$ cat src/rtl/issue_ctrl_pkg.sv
// -----------------------------------------------------------------------------
// issue_ctrl_pkg
// Shared pipeline definitions for the issue controller and its register
// scoreboard: issue FSM state type, register-file geometry, stall counter
// ceiling and a write-enable decode helper that never selects x0.
// No ports (package).
// -----------------------------------------------------------------------------
package issue_ctrl_pkg;

   localparam int unsigned REG_COUNT = 32;
   localparam int unsigned REG_AW    = 5;

   localparam logic [31:0] STALL_MAX = 32'hFFFF_FFFF;

   typedef enum logic [1:0] {
      RUN       = 2'd0,
      CTRL_WAIT = 2'd1,
      FLUSH     = 2'd2
   } issue_state_t;

   // One-hot decode of a register address, qualified by an enable.
   // Bit 0 is never produced: x0 is hardwired and never tracked.
   function automatic logic [REG_COUNT-1:0] reg_onehot_nz(
      input logic [REG_AW-1:0] addr,
      input logic              en
   );
      logic [REG_COUNT-1:0] mask;
      mask = {REG_COUNT{1'b0}};
      if (en && (addr != {REG_AW{1'b0}})) begin
         mask[addr] = 1'b1;
      end else begin
         mask = {REG_COUNT{1'b0}};
      end
      return mask;
   endfunction

endpackage

$ cat src/rtl/issue_ctrl_reg_scoreboard.sv
// -----------------------------------------------------------------------------
// issue_ctrl_reg_scoreboard
// 32-entry pending-write bitmap. A set marks a register as having an
// in-flight write, a clear retires it. x0 is never set or cleared. When the
// same register is set and cleared in one cycle the set wins, because the
// set belongs to the newer instruction.
// Ports:
//   clk, rst            clock, asynchronous active-high reset
//   set_en, set_addr    mark register busy at next edge
//   clr_en, clr_addr    retire register at next edge
//   rs1_addr, rs2_addr  read ports -> rs1_busy, rs2_busy
//   rd_addr             destination check -> rd_busy
//   pending             registered bitmap (bit 0 always 0)
// -----------------------------------------------------------------------------
module issue_ctrl_reg_scoreboard
   import issue_ctrl_pkg::*;
(
   input  logic                 clk,
   input  logic                 rst,
   input  logic                 set_en,
   input  logic [REG_AW-1:0]    set_addr,
   input  logic                 clr_en,
   input  logic [REG_AW-1:0]    clr_addr,
   input  logic [REG_AW-1:0]    rs1_addr,
   input  logic [REG_AW-1:0]    rs2_addr,
   input  logic [REG_AW-1:0]    rd_addr,
   output logic                 rs1_busy,
   output logic                 rs2_busy,
   output logic                 rd_busy,
   output logic [REG_COUNT-1:0] pending
);

   logic [REG_COUNT-1:0] pending_q;
   logic [REG_COUNT-1:0] pending_d;
   logic [REG_COUNT-1:0] set_mask;
   logic [REG_COUNT-1:0] clr_mask;

   // Next bitmap: clear first, then OR in the set so a same-cycle set wins.
   always_comb begin
      set_mask  = reg_onehot_nz(set_addr, set_en);
      clr_mask  = reg_onehot_nz(clr_addr, clr_en);
      pending_d = (pending_q & ~clr_mask) | set_mask;
      // x0 can never become pending, even if the register were disturbed.
      pending_d[0] = 1'b0;
   end

   // Bitmap register.
   always_ff @(posedge clk or posedge rst) begin
      if (rst) begin
         pending_q <= {REG_COUNT{1'b0}};
      end else begin
         pending_q <= pending_d;
      end
   end

   // Read ports use only the registered bitmap (no writeback bypass).
   always_comb begin
      rs1_busy = pending_q[rs1_addr];
      rs2_busy = pending_q[rs2_addr];
      rd_busy  = pending_q[rd_addr];
      pending  = pending_q;
   end

endmodule

$ cat src/rtl/issue_ctrl.sv
// -----------------------------------------------------------------------------
// issue_ctrl
// Issue controller between decode and execute. Stalls decode on RAW/WAW
// hazards using a register scoreboard, holds issue while a jump/branch
// resolves, discards FLUSH_CYCLES cycles of wrong-path fetch/decode after a
// taken redirect, and counts stalled decode cycles (saturating).
// Parameters:
//   FLUSH_CYCLES   cycles of wrong-path discard after a taken redirect (>=1)
// Ports:
//   clk, reset                    clock, asynchronous active-high reset
//   id_valid / id_ready           decode handshake
//   rs1_addr, rs2_addr, rd_addr   operands / destination (0 = none)
//   is_ctrl                       decoded instruction is jump/branch
//   ex_ready / issue_valid        execute handshake
//   wb_valid, wb_addr             writeback retiring a register
//   resolve_valid, resolve_taken  control resolution from execute
//   flush                         discard fetch/decode contents
//   pending                       scoreboard bitmap
//   stall_count                   saturating stall-cycle counter
// -----------------------------------------------------------------------------
module issue_ctrl
   import issue_ctrl_pkg::*;
#(
   parameter int unsigned FLUSH_CYCLES = 2
)(
   input  logic                 clk,
   input  logic                 reset,
   input  logic                 id_valid,
   output logic                 id_ready,
   input  logic [REG_AW-1:0]    rs1_addr,
   input  logic [REG_AW-1:0]    rs2_addr,
   input  logic [REG_AW-1:0]    rd_addr,
   input  logic                 is_ctrl,
   input  logic                 ex_ready,
   output logic                 issue_valid,
   input  logic                 wb_valid,
   input  logic [REG_AW-1:0]    wb_addr,
   input  logic                 resolve_valid,
   input  logic                 resolve_taken,
   output logic                 flush,
   output logic [REG_COUNT-1:0] pending,
   output logic [31:0]          stall_count
);

   localparam int unsigned CW = (FLUSH_CYCLES < 2) ? 1 : $clog2(FLUSH_CYCLES + 1);
   localparam logic [CW-1:0] FLUSH_LOAD = CW'(FLUSH_CYCLES);
   localparam logic [CW-1:0] CNT_ONE    = CW'(1);
   localparam logic [CW-1:0] CNT_ZERO   = CW'(0);

   issue_state_t  state_q;
   issue_state_t  state_d;
   logic [CW-1:0] flush_cnt_q;
   logic [CW-1:0] flush_cnt_d;
   logic [31:0]   stall_count_q;
   logic [31:0]   stall_count_d;

   logic          rs1_busy;
   logic          rs2_busy;
   logic          rd_busy;
   logic          hazard;
   logic          stall_cycle;

   issue_ctrl_reg_scoreboard u_scoreboard (
      .clk      (clk),
      .rst      (reset),
      .set_en   (issue_valid),
      .set_addr (rd_addr),
      .clr_en   (wb_valid),
      .clr_addr (wb_addr),
      .rs1_addr (rs1_addr),
      .rs2_addr (rs2_addr),
      .rd_addr  (rd_addr),
      .rs1_busy (rs1_busy),
      .rs2_busy (rs2_busy),
      .rd_busy  (rd_busy),
      .pending  (pending)
   );

   // Handshake outputs, next state and flush counter.
   always_comb begin
      state_d     = state_q;
      flush_cnt_d = flush_cnt_q;
      id_ready    = 1'b0;
      issue_valid = 1'b0;
      flush       = 1'b0;
      stall_cycle = 1'b0;
      // Unused address fields are 0, and x0 is never pending, so no
      // per-operand qualification is needed.
      hazard      = rs1_busy | rs2_busy | rd_busy;

      case (state_q)
         RUN: begin
            id_ready    = ex_ready & ~hazard;
            issue_valid = id_valid & id_ready;
            stall_cycle = id_valid & ~id_ready;
            // resolve_valid here belongs to nothing we are waiting on.
            if (issue_valid && is_ctrl) begin
               state_d = CTRL_WAIT;
            end else begin
               state_d = RUN;
            end
         end
         CTRL_WAIT: begin
            stall_cycle = id_valid;
            if (resolve_valid && resolve_taken) begin
               state_d     = FLUSH;
               flush_cnt_d = FLUSH_LOAD;
            end else if (resolve_valid) begin
               state_d = RUN;
            end else begin
               state_d = CTRL_WAIT;
            end
         end
         FLUSH: begin
            // Accept and drop whatever decode holds: it is wrong-path.
            flush    = 1'b1;
            id_ready = 1'b1;
            // A counter of 0 cannot occur legally; treat it as the last cycle.
            if (flush_cnt_q <= CNT_ONE) begin
               state_d     = RUN;
               flush_cnt_d = CNT_ZERO;
            end else begin
               state_d     = FLUSH;
               flush_cnt_d = flush_cnt_q - CNT_ONE;
            end
         end
         default: begin
            state_d     = RUN;
            flush_cnt_d = CNT_ZERO;
         end
      endcase
   end

   // Saturating stall counter next value.
   always_comb begin
      if (stall_cycle && (stall_count_q != STALL_MAX)) begin
         stall_count_d = stall_count_q + 32'd1;
      end else begin
         stall_count_d = stall_count_q;
      end
   end

   // FSM state, flush counter and stall counter registers.
   always_ff @(posedge clk or posedge reset) begin
      if (reset) begin
         state_q       <= RUN;
         flush_cnt_q   <= CNT_ZERO;
         stall_count_q <= 32'd0;
      end else begin
         state_q       <= state_d;
         flush_cnt_q   <= flush_cnt_d;
         stall_count_q <= stall_count_d;
      end
   end

   // Counter is exposed straight from its register.
   always_comb begin
      stall_count = stall_count_q;
   end

endmodule

$ cat config.mk
export PLATFORM = sky130hd
export DESIGN_NAME = issue_ctrl
export DESIGN_NICKNAME = d
export VERILOG_FILES = /design/src/rtl/issue_ctrl_pkg.sv /design/src/rtl/issue_ctrl_reg_scoreboard.sv /design/src/rtl/issue_ctrl.sv
export SDC_FILE = /design/constraint.sdc
export NUM_CORES = 1
export LEC_CHECK = 0
export BUFFER_PORTS_ARGS = -buffer_cell sky130_fd_sc_hd__clkbuf_2
export CAP_MARGIN = 15
export CORE_AREA = 5 5 102 80
export CTS_BUF_LIST = sky130_fd_sc_hd__clkbuf_8
export DETAILED_ROUTE_END_ITERATION = 16
export DIE_AREA = 0 0 107 85
export GPL_TIMING_DRIVEN = 0
export PLACE_DENSITY_LB_ADDON = 0.05
export SYNTH_ARGS = -nofsm -noshare
export SYNTH_HDL_FRONTEND = slang
export SYNTH_SLANG_ARGS = --single-unit
$ cat constraint.sdc
create_clock -name clk -period 7.4 [get_ports clk]
set_input_delay 0.74 -clock clk [delete_from_list [all_inputs] [get_ports clk]]
set_output_delay 0.74 -clock clk [all_outputs]
set_load 0.03 [all_outputs]
; ---- After elaboration in Yosys (flattened, before gate mapping)
; Cells that the tools add are included.
[totals]
latch_bits = 0
ramBits = 0
in_bits = 28
romBits = 0
register_bits = 67
memories = 0
wordCells = 63
out_inout_bits = 67
[classes]
add_sub_neg = 2
mux = 24
eq_ne = 4
bitwise = 11
reduce_logical = 11
order_cmp = 7
multipliers = 0
shift = 0
n_div = 0
[op_table]
columns = op, count
row1 = $mux W32, 2
row2 = $add A32 B1 Y32 const B, 1
row3 = $and A32 B32 Y32, 1
row4 = $ne A32 B32 Y1 const B, 1
row5 = $not A32 Y32, 1
row6 = $or A32 B32 Y32, 1
row7 = $lt A5 B6 Y1 const B, 4
row8 = $bmux W1 S5, 3
row9 = $pmux W2 S3, 2
row10 = $demux W1 S5, 2
row11 = $ge A5 B1 Y1 const B, 2
row12 = $reduce_bool A5 Y1, 2
row13 = $mux W1, 9
row14 = $mux W2, 4
row15 = $logic_and A1 B1 Y1, 7
row16 = $pmux W1 S2, 2
row17 = $and A1 B1 Y1, 3
row18 = $not A1 Y1, 3
row19 = $eq A2 B1 Y1 const B, 1
row20 = $eq A2 B2 Y1 const B, 1
row21 = $le A2 B1 Y1 const B, 1
row22 = $logic_not A2 Y1, 1
row23 = $ne A2 B2 Y1 const B, 1
row24 = $or A1 B1 Y1, 2
row25 = 2 further kinds, 2

; ---- Longest topological paths before layout
[depth]
depth_word = 11
mapped_depth = 11
depth_no_buf = 9

; ---- Hierarchy
; Synthesis repeated with hierarchy kept, for this count alone.
[unflattened]
hier_cells = 413
area_unflattened_um2 = 4162.7
[modules_own_cells]
columns = module, cells_per_inst, instances, area_each_um2, seq_area_each_um2
row1 = issue_ctrl_reg_scoreboard, 233, 1, 2187.1, 775.7
row2 = issue_ctrl, 180, 1, 1975.6, 900.9

; ---- Worst setup path after synthesis
; Ideal clock, no wire load.
[synth_path]
path_type = input port to output port
from = in rd_addr[0]
to = out id_ready
path_buffers = 1
t_required_ns = 6.660
t_arrival_ns = 2.533
path_slack_ns = 4.127
path_stages = 7
path_cell_list = buf_4 mux4_2 nor2b_1 nor4_1 nor4b_4 nand4_2 nand2b_1
[synth_between]
elab_chain_cells = 6
[synth_rtl]
columns = item, line_no
row1 = "start, declared", issue_ctrl.sv:32  ; input logic [REG_AW-1:0] rd_addr,
row2 = $bmux W1 S5, issue_ctrl_reg_scoreboard.sv:60  ; rd_busy = pending_q[rd_addr];
row3 = $mux W1 (not written as such), issue_ctrl_reg_scoreboard.sv:60
row4 = $or A1 B1 Y1, issue_ctrl.sv:89  ; hazard = rs1_busy | rs2_busy | rd_busy;
row5 = $not A1 Y1, issue_ctrl.sv:93  ; id_ready = ex_ready & ~hazard;
row6 = $and A1 B1 Y1, issue_ctrl.sv:93
row7 = $pmux W1 S2, issue_ctrl.sv:91  ; case (state_q)
row8 = "end, declared", issue_ctrl.sv:29  ; output logic id_ready,
; Every way passes these cells. The select of a mux whose other input is x is not followed.

; ---- Final worst setup path
[layout_path]
from = in rd_addr[1]
to = out issue_valid
[layout_between]
elab_chain_cells = 7
[layout_rtl]
columns = item, line_no
row1 = $bmux W1 S5, issue_ctrl_reg_scoreboard.sv:60
row2 = $mux W1 (not written as such), issue_ctrl_reg_scoreboard.sv:60
row3 = $or A1 B1 Y1, issue_ctrl.sv:89
row4 = $not A1 Y1, issue_ctrl.sv:93
row5 = $and A1 B1 Y1, issue_ctrl.sv:93
row6 = $and A1 B1 Y1, issue_ctrl.sv:94  ; issue_valid = id_valid & id_ready;
row7 = $mux W1, issue_ctrl.sv:91
row8 = "end, declared", issue_ctrl.sv:35  ; output logic issue_valid,
; Every way passes these cells. The select of a mux whose other input is x is not followed.

==> results.md <==
- Chip Height: 85 µm
- Crit Path Category: primary input to output pin
- H-tree depth: 3
- Cell area after synthesis: 0.00413 mm²
- Die ar.: 0.00910 mm²
- Post-synth net total: 440
- Largest net degree at the start of global routing: 68
- Row count: 27
- Mapped Avg Cell Area: 10.2 µm²
- Slew Limit Headroom: 44.1%
- Final net count: ~540
- Type of the worst min-delay path: flip-flop to flip-flop
- DR pass1 iterations: 5
- Sequential cell area: 0.00168 mm²
- # setup viols final: 0
- # IOs: 95
- Layout cell share with drive strength beyond 1: 29.6%
- Layout Utilization: 68.8%
- WP data required: 6.66 ns
- Synth-to-Final Area Change: 18.1%
- Sequential fraction of the synthesis area: about two fifths
- Routability cong.: 0.923
- Resized Gates After CTS: 0
- Diodes inserted: 0
- Worst hold slack: 0.491 ns
- Post-synthesis cell count: 407
- Initial DRC Count: 310
- Vias in the first global route: 3574
- Post-synth top area share: just over 40%
- Grt ovf: 0
- Least-Margin Pin Slew: roughly 0.84 ns
- RSZ-0062 raised after global routing: false
- Die Wd: 107 µm
- CTS clock-pin slew for the worst setup and hold paths: 0.08 ns
- Starting density of the core: 58.2%
- Max incr delay on CP: 0.39 ns
- Filler Cells Inserted: 603
- Post-layout min period: 3.81 ns
- P_leak: ~2.3 nW
- Main synth FF type: dfrtp_1
- Core Footprint: 0.00709 mm²
- Synth top area cells: dfrtp_1, mux4_2, o21ai_1
- ANT nets after route: 0
- Critical Path Start Type: primary input
- Synth area leader: dfrtp_1
- Setup TNS: 0 ns
- Worst-Skew Late Latency: roughly 0.35 ns
- Fin crit share: 51.5%
- Status: finished, final reports clean
- First-pass GRT wire length: roughly 20000 µm
- Footprint of the multi-input gates: 0.00232 mm²
- Skew final: 0.00964 ns
- Max Fclk: around 260 MHz
- Most frequent cells in the layout: clkbuf_2, dfrtp_1, o21ai_1
- Worst setup EP type: output pin
- P per Cell Area: 231 mW/mm²
- GRT Total Usage: around 28%
- I/O Buffers: 87
- WP data arrival: 3.07 ns
- Worst path cell trace: clkbuf_1 > buf_4 > mux4_2 > nand3_1 > nand4_1 > nor4b_4 > nand4_2 > nor2_8 > clkbuf_2
- Final HPWL DP: between 9000 and 10000 µm
- Pwr Total: 0.00113 W
- Antenna violations before repair: 0
- Pins Over Slew Limit: 0
- Synth Register Bits: 67
- Peak supply drop: 0.000216 V
- Final Hold Fails: 0
- Yosys cell types: 63
- CTS tree: built
- Final wirelength: between 10000 and 15000 µm
- Yosys warning count: 0
- Via count: 3859
- Num CTS Buffers: 9
- Async S/R FF share, synth: 100%
- Top fanout value on the critical path: 10
- Hold Buf Count CTS: 0
- Drt wl/cell: 20.7 µm
- EDFF count, synth: 0
- Commonest non-fill, non-tap cell in the layout: clkbuf_2
- Post-CTS setup repair buffer count: 0
- Maxcap violations: 0
- Vias per std cell: 6.46
- CTS root buf: clkbuf_8
- Remaining DRCs: 0
- Slowest CP cell: nor4b_4
- CTS sink cnt: 67
- Maximum buffer depth of the clock tree: 2
## critical path, delay by kind of cell
kind / cells / cell delay, ns
buf+inv: 3 / 0.87
mux: 1 / 0.33
simple gates: 5 / 1.12
## stage by stage
stage / instances / cell area (µm²) / worst slack [ns]
finish: 597 / 4880 / 3.59
global route: 597 / 4880 / 3.44
CTS: 597 / 4880 / 3.61
detailed placement: 581 / 4680 / 3.60
global placement: 581 / 4680 / 3.61
floorplan: 407 / 4130 / 4.13
## sequential cells by signal, indices dropped and copies added (netlist names)
register              cells
flush_cnt_q               2
u_scoreboard.pending     31
stall_count              32
state_q                   2
## metal layers
layer	part of all wire (%)	GRT usage, %
met1	46	44.3
met2	42	38.3
met3	11	6.69
met4	1.1	7.20
met5	0	0
## final timing paths
kind / startpoint / end / cells after the start / slack [ns]
hold reg to reg: stall_count[30]$_DFFE_PP0P_ / stall_count[30]$_DFFE_PP0P_ / 1 / 0.49
setup / recovery: rd_addr[1] / issue_valid / 9 / 3.59
setup reg to reg: u_scoreboard.pending[23]$_DFF_PP0_ / stall_count[1]$_DFFE_PP0P_ / 8 / 4.54
min in group asynchronous: reset / u_scoreboard.pending[24]$_DFF_PP0_ / 2 / 0.55
hold / removal: stall_count[30]$_DFFE_PP0P_ / stall_count[30]$_DFFE_PP0P_ / 1 / 0.49
max in group asynchronous: reset / stall_count[17]$_DFFE_PP0P_ / 2 / 6.30
## power by group
group          leakage (nW)  switching [W]  internal, W  total, W
clock network        0.0962       0.000159     0.000158  0.000317
registers             0.899      0.0000683     0.000409  0.000477
logic                  1.32       0.000219     0.000114  0.000333
total                  2.32       0.000447     0.000681   0.00113
## area by class of cell
| type | count | share of cell area, % |
|---|---|---|
| repair buffers | 87 | 8.93 |
| plain buffers | 18 | 2.05 |
| multi-input cells | 313 | 47.6 |
| clock buffers | 9 | 2.54 |
| inverters | 9 | 0.744 |
| flip-flops and latches | 67 | 34.4 |
| well taps | 87 | 2.23 |
| clock inverters | 7 | 1.56 |
## cell usage after synthesis, drive strengths merged, types with 3 or more instances
cell type  number
and2            3
nor2           15
mux4           12
nand2b          6
dfrtp          67
clkbuf          7
nand4           8
mux2i          13
nand3b         10
nor4bb          3
nor4           12
mux2            9
inv             9
xor2           17
a21oi           3
nor4b           3
ha              5
or3b            4
xnor2          14
nor3            8
nand3          26
and3           12
or2             3
o21ai          63
buf            11
a211oi          4
nor2b           8
nand2          27
## kinds of logic (layout without fill, tap and decap cells)
logic type               after synthesis  count (layout)  synth area share, %
AO/OA/AOI/OAI                         86              86                 12.2
XOR/XNOR                              31              31                 6.57
adder cells (fa/ha/maj)                5               5                 1.51
buffers and inverters                 27             130                 3.24
flip-flops                            67              67                 40.6
multiplexers                          34              34                 12.1
other                                  1               1               0.0908
AND/OR/NAND/NOR                      156             156                 23.7
Power figures use the tool's default switching activity.
